### config.mk
export PLATFORM = sky130hd
export DESIGN_NAME = photon_gate_counter_flat
export DESIGN_NICKNAME = d
export VERILOG_FILES = /design/src/rtl/photon_gate_counter_pkg.sv /design/src/rtl/photon_gate_counter_if.sv /design/src/rtl/pulse_sync_edge.sv /design/src/rtl/photon_gate_counter.sv /design/src/flat_wrapper.sv
export SDC_FILE = /design/constraint.sdc
export NUM_CORES = 1
export LEC_CHECK = 0
export BUFFER_PORTS_ARGS = -buffer_cell sky130_fd_sc_hd__buf_4
export CAP_MARGIN = 40
export CORE_UTILIZATION = 40
export CTS_BUF_LIST = sky130_fd_sc_hd__clkbuf_4
export DETAILED_ROUTE_END_ITERATION = 8
export PLACE_DENSITY = 0.64
export RECOVER_POWER = 100
export SLEW_MARGIN = 20
export SYNTH_ARGS = -nofsm -noshare
export SYNTH_HDL_FRONTEND = slang
export SYNTH_SLANG_ARGS = --single-unit
### constraint.sdc
create_clock -name CLK -period 4.2 [get_ports CLK]
set_input_delay 0.42 -clock CLK [delete_from_list [all_inputs] [get_ports CLK]]
set_output_delay 0.42 -clock CLK [all_outputs]
set_load 0.01 [all_outputs]
### src/rtl/photon_gate_counter_pkg.sv
// Shared types, default widths and arithmetic helpers for the photon gate counter.
package photon_gate_counter_pkg;

  localparam int DEF_CNT_WIDTH = 32;
  localparam int DEF_GATE_W    = 24;
  localparam int DEF_IDX_W     = 16;

  typedef enum logic {
    IDLE,
    COUNT
  } state_t;

  // Returns {would_overflow, sum}; the sum clamps at the all-ones value of a w-bit counter.
  function automatic logic [64:0] sat_add(input logic [63:0] a, input logic inc,
                                          input int unsigned w);
    logic [63:0] max_v;
    max_v = (w >= 64) ? '1 : ((64'd1 << w) - 64'd1);
    if (inc && (a == max_v)) return {1'b1, a};
    return {1'b0, a + {63'd0, inc}};
  endfunction

endpackage

### src/rtl/photon_gate_counter_if.sv
// Control, detector and result-handshake bundle between the counter and its host.
interface photon_gate_counter_if #(
  parameter int CNT_WIDTH = 32,
  parameter int GATE_W    = 24,
  parameter int IDX_W     = 16
) ();
  logic                 START_COUNT;
  logic                 PHOTON_IN;
  logic [GATE_W-1:0]    GATE_LEN;
  logic [CNT_WIDTH-1:0] COUNT_OUT;
  logic [IDX_W-1:0]     COUNT_IDX;
  logic                 COUNT_OVF;
  logic                 COUNT_VALID;
  logic                 COUNT_ACK;
  logic                 OVERRUN;
  logic                 BUSY;

  modport master (
    output START_COUNT, PHOTON_IN, GATE_LEN, COUNT_ACK,
    input  COUNT_OUT, COUNT_IDX, COUNT_OVF, COUNT_VALID, OVERRUN, BUSY
  );

  modport slave (
    input  START_COUNT, PHOTON_IN, GATE_LEN, COUNT_ACK,
    output COUNT_OUT, COUNT_IDX, COUNT_OVF, COUNT_VALID, OVERRUN, BUSY
  );
endinterface

### src/rtl/pulse_sync_edge.sv
// Two-flop synchronizer plus a third flop for one-cycle rising-edge detection.
module pulse_sync_edge (
  input  logic CLK,
  input  logic RST,
  input  logic SIG_IN,
  output logic RISE
);
  logic [2:0] sync_q;

  always_ff @(posedge CLK) begin
    if (RST) sync_q <= '0;
    else     sync_q <= {sync_q[1:0], SIG_IN};
  end

  assign RISE = sync_q[1] & ~sync_q[2];
endmodule

### src/rtl/photon_gate_counter.sv
// Counts synchronized photon pulses in back-to-back gate windows and hands each
// window result to the host through a one-deep valid/ack buffer.
module photon_gate_counter
  import photon_gate_counter_pkg::*;
#(
  parameter int CNT_WIDTH = DEF_CNT_WIDTH,
  parameter int GATE_W    = DEF_GATE_W,
  parameter int IDX_W     = DEF_IDX_W
) (
  input logic CLK,
  input logic RST,
  photon_gate_counter_if.slave bus
);
  state_t               state;
  logic [GATE_W-1:0]    gate_cnt;
  logic [GATE_W-1:0]    gate_reload;
  logic [CNT_WIDTH-1:0] acc;
  logic [CNT_WIDTH-1:0] acc_add;
  logic                 acc_sat;
  logic                 add_ovf;
  logic [64:0]          acc_sum;
  logic [IDX_W-1:0]     win_idx;
  logic                 photon_edge;
  logic [CNT_WIDTH-1:0] count_out;
  logic [IDX_W-1:0]     count_idx;
  logic                 count_ovf;
  logic                 count_valid;
  logic                 overrun;
  logic                 busy;

  pulse_sync_edge u_sync (
    .CLK    (CLK),
    .RST    (RST),
    .SIG_IN (bus.PHOTON_IN),
    .RISE   (photon_edge)
  );

  // A zero gate length behaves as a one-cycle window.
  assign gate_reload = (bus.GATE_LEN == '0) ? '0 : bus.GATE_LEN - GATE_W'(1);
  assign acc_sum     = sat_add(64'(acc), photon_edge, CNT_WIDTH);
  assign acc_add     = CNT_WIDTH'(acc_sum);
  assign add_ovf     = acc_sum[64];

  always_ff @(posedge CLK) begin
    if (RST) begin
      state       <= IDLE;
      gate_cnt    <= '0;
      acc         <= '0;
      acc_sat     <= 1'b0;
      win_idx     <= '0;
      count_out   <= '0;
      count_idx   <= '0;
      count_ovf   <= 1'b0;
      count_valid <= 1'b0;
      overrun     <= 1'b0;
      busy        <= 1'b0;
    end else begin
      if (count_valid && bus.COUNT_ACK) count_valid <= 1'b0;
      unique case (state)
        IDLE: begin
          if (bus.START_COUNT) begin
            state    <= COUNT;
            busy     <= 1'b1;
            gate_cnt <= gate_reload;
            acc      <= '0;
            acc_sat  <= 1'b0;
            win_idx  <= '0;
            overrun  <= 1'b0;
          end
        end
        COUNT: begin
          // Dropping the run level wins over a window ending in the same cycle.
          if (!bus.START_COUNT) begin
            state <= IDLE;
            busy  <= 1'b0;
          end else if (gate_cnt == '0) begin
            count_out   <= acc_add;
            count_ovf   <= acc_sat | add_ovf;
            count_idx   <= win_idx;
            count_valid <= 1'b1;
            if (count_valid && !bus.COUNT_ACK) overrun <= 1'b1;
            win_idx     <= win_idx + IDX_W'(1);
            acc         <= '0;
            acc_sat     <= 1'b0;
            gate_cnt    <= gate_reload;
          end else begin
            acc      <= acc_add;
            acc_sat  <= acc_sat | add_ovf;
            gate_cnt <= gate_cnt - GATE_W'(1);
          end
        end
        default: state <= IDLE;
      endcase
    end
  end

  assign bus.COUNT_OUT   = count_out;
  assign bus.COUNT_IDX   = count_idx;
  assign bus.COUNT_OVF   = count_ovf;
  assign bus.COUNT_VALID = count_valid;
  assign bus.OVERRUN     = overrun;
  assign bus.BUSY        = busy;
endmodule

### src/flat_wrapper.sv
// flat-port wrapper written by rule: the top's interface ports become plain ports
module photon_gate_counter_flat import photon_gate_counter_pkg::*;
#(
  parameter int CNT_WIDTH = DEF_CNT_WIDTH,
  parameter int GATE_W    = DEF_GATE_W,
  parameter int IDX_W     = DEF_IDX_W
)
  (CLK, RST, bus_START_COUNT, bus_PHOTON_IN, bus_GATE_LEN, bus_COUNT_ACK, bus_COUNT_OUT, bus_COUNT_IDX, bus_COUNT_OVF, bus_COUNT_VALID, bus_OVERRUN, bus_BUSY);
  photon_gate_counter_if #(.CNT_WIDTH(CNT_WIDTH), .GATE_W(GATE_W), .IDX_W(IDX_W)) bus_i ();
  input logic CLK;
  input logic RST;
  input wire logic [$bits(bus_i.START_COUNT)-1:0] bus_START_COUNT;
  input wire logic [$bits(bus_i.PHOTON_IN)-1:0] bus_PHOTON_IN;
  input wire logic [$bits(bus_i.GATE_LEN)-1:0] bus_GATE_LEN;
  input wire logic [$bits(bus_i.COUNT_ACK)-1:0] bus_COUNT_ACK;
  output wire logic [$bits(bus_i.COUNT_OUT)-1:0] bus_COUNT_OUT;
  output wire logic [$bits(bus_i.COUNT_IDX)-1:0] bus_COUNT_IDX;
  output wire logic [$bits(bus_i.COUNT_OVF)-1:0] bus_COUNT_OVF;
  output wire logic [$bits(bus_i.COUNT_VALID)-1:0] bus_COUNT_VALID;
  output wire logic [$bits(bus_i.OVERRUN)-1:0] bus_OVERRUN;
  output wire logic [$bits(bus_i.BUSY)-1:0] bus_BUSY;
  assign bus_i.START_COUNT = bus_START_COUNT;
  assign bus_i.PHOTON_IN = bus_PHOTON_IN;
  assign bus_i.GATE_LEN = bus_GATE_LEN;
  assign bus_i.COUNT_ACK = bus_COUNT_ACK;
  assign bus_COUNT_OUT = bus_i.COUNT_OUT;
  assign bus_COUNT_IDX = bus_i.COUNT_IDX;
  assign bus_COUNT_OVF = bus_i.COUNT_OVF;
  assign bus_COUNT_VALID = bus_i.COUNT_VALID;
  assign bus_OVERRUN = bus_i.OVERRUN;
  assign bus_BUSY = bus_i.BUSY;
  photon_gate_counter #(.CNT_WIDTH(CNT_WIDTH), .GATE_W(GATE_W), .IDX_W(IDX_W)) u_core (.CLK(CLK), .RST(RST), .bus(bus_i));
endmodule
==> impl_metrics.csv <==
group,metric,value,unit
status,status,"finished, violations left",
status,violations,"capacitance limit, slew limit",
placement,post-place-ws,0.842,ns
grt,grt_pass1_wl,27.4,mm
job,drv_cap,1,
pwr,p_leak,2.38,nW
worst_hold_path,min_from,"bus_PHOTON_IN",
worst_setup_path,timing.reg2reg.setup_slack,0.61,ns
timing,setup_viol,0,
yosys,seq_area_frac_synth,38.5,%
worst_setup_path,end_kind,"flip-flop",
yosys,syn_inst,830,
worst_setup_path,worstReg2RegStart,"u_core.state",
drt,ant_nets,0,
yosys,yosysMostFrequentCell,"dfxtp_1",
worst_setup_path,crit_required,4.68,ns
yosys,ys.flop_type,"dfxtp_1",
placement,port_buffers,80,
timing,finalCritPeriodShare,85.4,%
cts,clock_path_buffers,2,
cts,numCtsBuffers,17,
placement,gp_congestion,0.846,
timing,relSlewSlack,-79.7,%
worst_setup_path,path_max_fanout,16,
cts,postCtsHoldBufs,0,
finish,areaGrowthSynthToFinish,11.2,%
yosys,ys_top_cells_by_area,"dfxtp_1, nor2_1, xnor2_1",
yosys,ys_types,64,
yosys,syn-mean-instance-area,8.08,um^2
placement,dp_hpwl,11.5,mm
timing,fin_ws,0.613,ns
timing,rsz0062_at_grt,"false",
grt,grt_pass1_vias,5419,
die,start_util,41.6,%
timing,finalCriticalPeriod,3.59,ns
finish,fill_cells,1713,
pwr,powerDensity,334,nW/um^2
drt,wl_per_cell,14.7,um
grt,overflow,0,
cts,cts_tree,"yes",
cts,cts_sinks,129,
drt,first_pass_iters,6,
cts,clock-root-buffer,"clkbuf_4",
die,placementRows,46,
cts,ctsResizeCount,0,
placement,place_area,7450,um^2
worst_setup_path,critPathKind,"reg -> reg",
finish,final_area,7450,um^2
die,pin_count,81,
timing,hold_viol,0,
yosys,netlist_area,6700,um^2
pwr,vdd_drop_max,0.146,mV
yosys,synth_seq_cells,129,
yosys,synth-edff-count,0,
die,die_height,131,um
timing,slew_violations,61,
drt,post-route-drc-count,0,
yosys,synth_nets,867,
cts,cts_setup_buffers,0,
grt,grt.total_usage,19.6,%
grt,antenna_found_initial,1,
timing,worst_pin_slew,2.70,ns
grt,grt_max_degree,61,
worst_setup_path,worst-endpoint-arrival,4.07,ns
drt,detail_route.iter0.violations,459,
worst_setup_path,reg2reg_depth,9,
drt,drt-total-wl,16.5,mm
yosys,ys_top_cells_by_count,"dfxtp_1, nor2_1, nand2_1",
yosys,async_flop_share,0,%
die,dieArea,17300,um^2
yosys,synth_top_area_share,38.5,%
yosys,yosysWarnings,0,
die,fp.coreArea,16100,um^2
worst_hold_path,min_path_cells,2,
cts,cts_max_level,4,
yosys,yosysTopAreaCell,"dfxtp_1",
drt,viasPerCell,5.43,
placement,dp.cells,1084,
worst_hold_path,hold_class,"in -> reg",
finish,layout.nets,925,
worst_hold_path,min_to,"u_core.u_sync.sync_q[0]",
worst_setup_path,cp-start-kind,"flip-flop",
die,die_x,131,um
finish,final_cells,1117,
timing,fmax,279,MHz
worst_setup_path,worstReg2RegEnd,"u_core.gate_cnt[19]",
finish,layout-drive-gt1-share,7.44,%
timing,fin_skew,0.0193,ns
timing,finalSetupTns,0,ns
worst_setup_path,startpoint,"u_core.state",
cts,clk_latency,0.55,ns
drt,vias,6067,
cts,path_clk_slew,0.11,ns
critical path, stage by stage, from the launching register on:
cell and delay (ns):
dfxtp_1 0.52, inv_1 0.18, ha_1 0.23, or4_1 0.58
nor4_1 0.36, or3b_1 0.64, a21oi_1 0.28, clkbuf_1 0.27
nand2b_1 0.23, o211ai_1 0.21
metal layers:
layer	routed length [um]	global-route usage (%)	up-vias
met5	0	0	-
met1	8380	27.8	2781
met2	7170	29.2	142
met3	675	4.44	22
met4	231	5.94	0
li1	-	-	3122
layout make-up:
type / count / area (um^2) / area share, %
clock inverters: 13 / 169 / 2.27
repair buffers: 91 / 473 / 6.35
multi-input cells: 629 / 3750 / 50.3
well taps: 216 / 270 / 3.63
clock buffers: 18 / 135 / 1.81
flip-flops and latches: 129 / 2580 / 34.6
inverters: 20 / 75.1 / 1.01
diodes: 1 / 2.50 / 0.0336
worst max-delay path by stage:
stage	to	slack [ns]	cells after the start
floorplan	u_core.gate_cnt[15]	1.28	11
global placement	u_core.gate_cnt[22]	0.92	9
detailed placement	u_core.gate_cnt[2]	0.84	8
CTS	u_core.gate_cnt[2]	0.83	8
global route	u_core.gate_cnt[8]	0.37	9
finish	u_core.gate_cnt[19]	0.61	9
where the power goes:
| part | switching, mW | leakage (nW) | internal (mW) |
|---|---|---|---|
| combinational | 0.179 | 1.17 | 0.105 |
| clock | 0.458 | 0.158 | 0.466 |
| sequential | 0.0301 | 1.04 | 1.25 |
kinds of logic (layout without fill, tap and decap cells):
logic type,after synthesis,count (layout),synth area share (%)
and+or+nand+nor,354,354,26.4
adders and majority gates,8,8,1.49
xor gates and xnor gates,62,62,8.10
AOI/OAI and AO/OA,196,196,19.7
muxes,9,9,1.36
buffers and inverters,72,142,4.44
other,0,1,0
DFF,129,129,38.5
stage by stage:
stage	util, %	hold WS (ns)	power (mW)
floorplan	-	0.414	1.51
global placement	46.2	0.434	1.60
detailed placement	46.2	0.428	1.60
CTS	48.1	0.0543	2.52
global route	46.3	0.0687	2.60
finish	46.3	0.0886	2.49
registers in the layout, indices dropped and copies added (netlist names):
signal,flops
u_core.win_idx,16
u_core.u_sync.sync_q,3
u_core.acc_sat,1
u_core.bus.COUNT_OVF,1
u_core.bus.COUNT_OUT,32
u_core.bus.COUNT_VALID,1
u_core.bus.BUSY,1
u_core.acc,32
u_core.state,1
u_core.bus.COUNT_IDX,16
u_core.bus.OVERRUN,1
u_core.gate_cnt,24
cells in the final DEF, fill, tap and decap left out, types with 6 or more instances in the layout:
master	count
dfxtp_1	129
nor2_1	97
nand2_1	89
a21oi_1	67
clkbuf_1	58
xnor2_1	41
a211oi_1	39
buf_4	30
o21ai_0	27
nor3_1	25
or3_1	24
nand3_1	21
xor2_1	21
inv_1	20
nor4_1	18
clkbuf_4	18
nand4_1	16
a31oi_1	15
and3_1	12
and4_1	11
or4_1	8
nand2b_1	8
mux2i_1	8
o211ai_1	8
ha_1	8
nor2b_1	6
o22ai_1	6
Power figures use the tool's default switching activity.
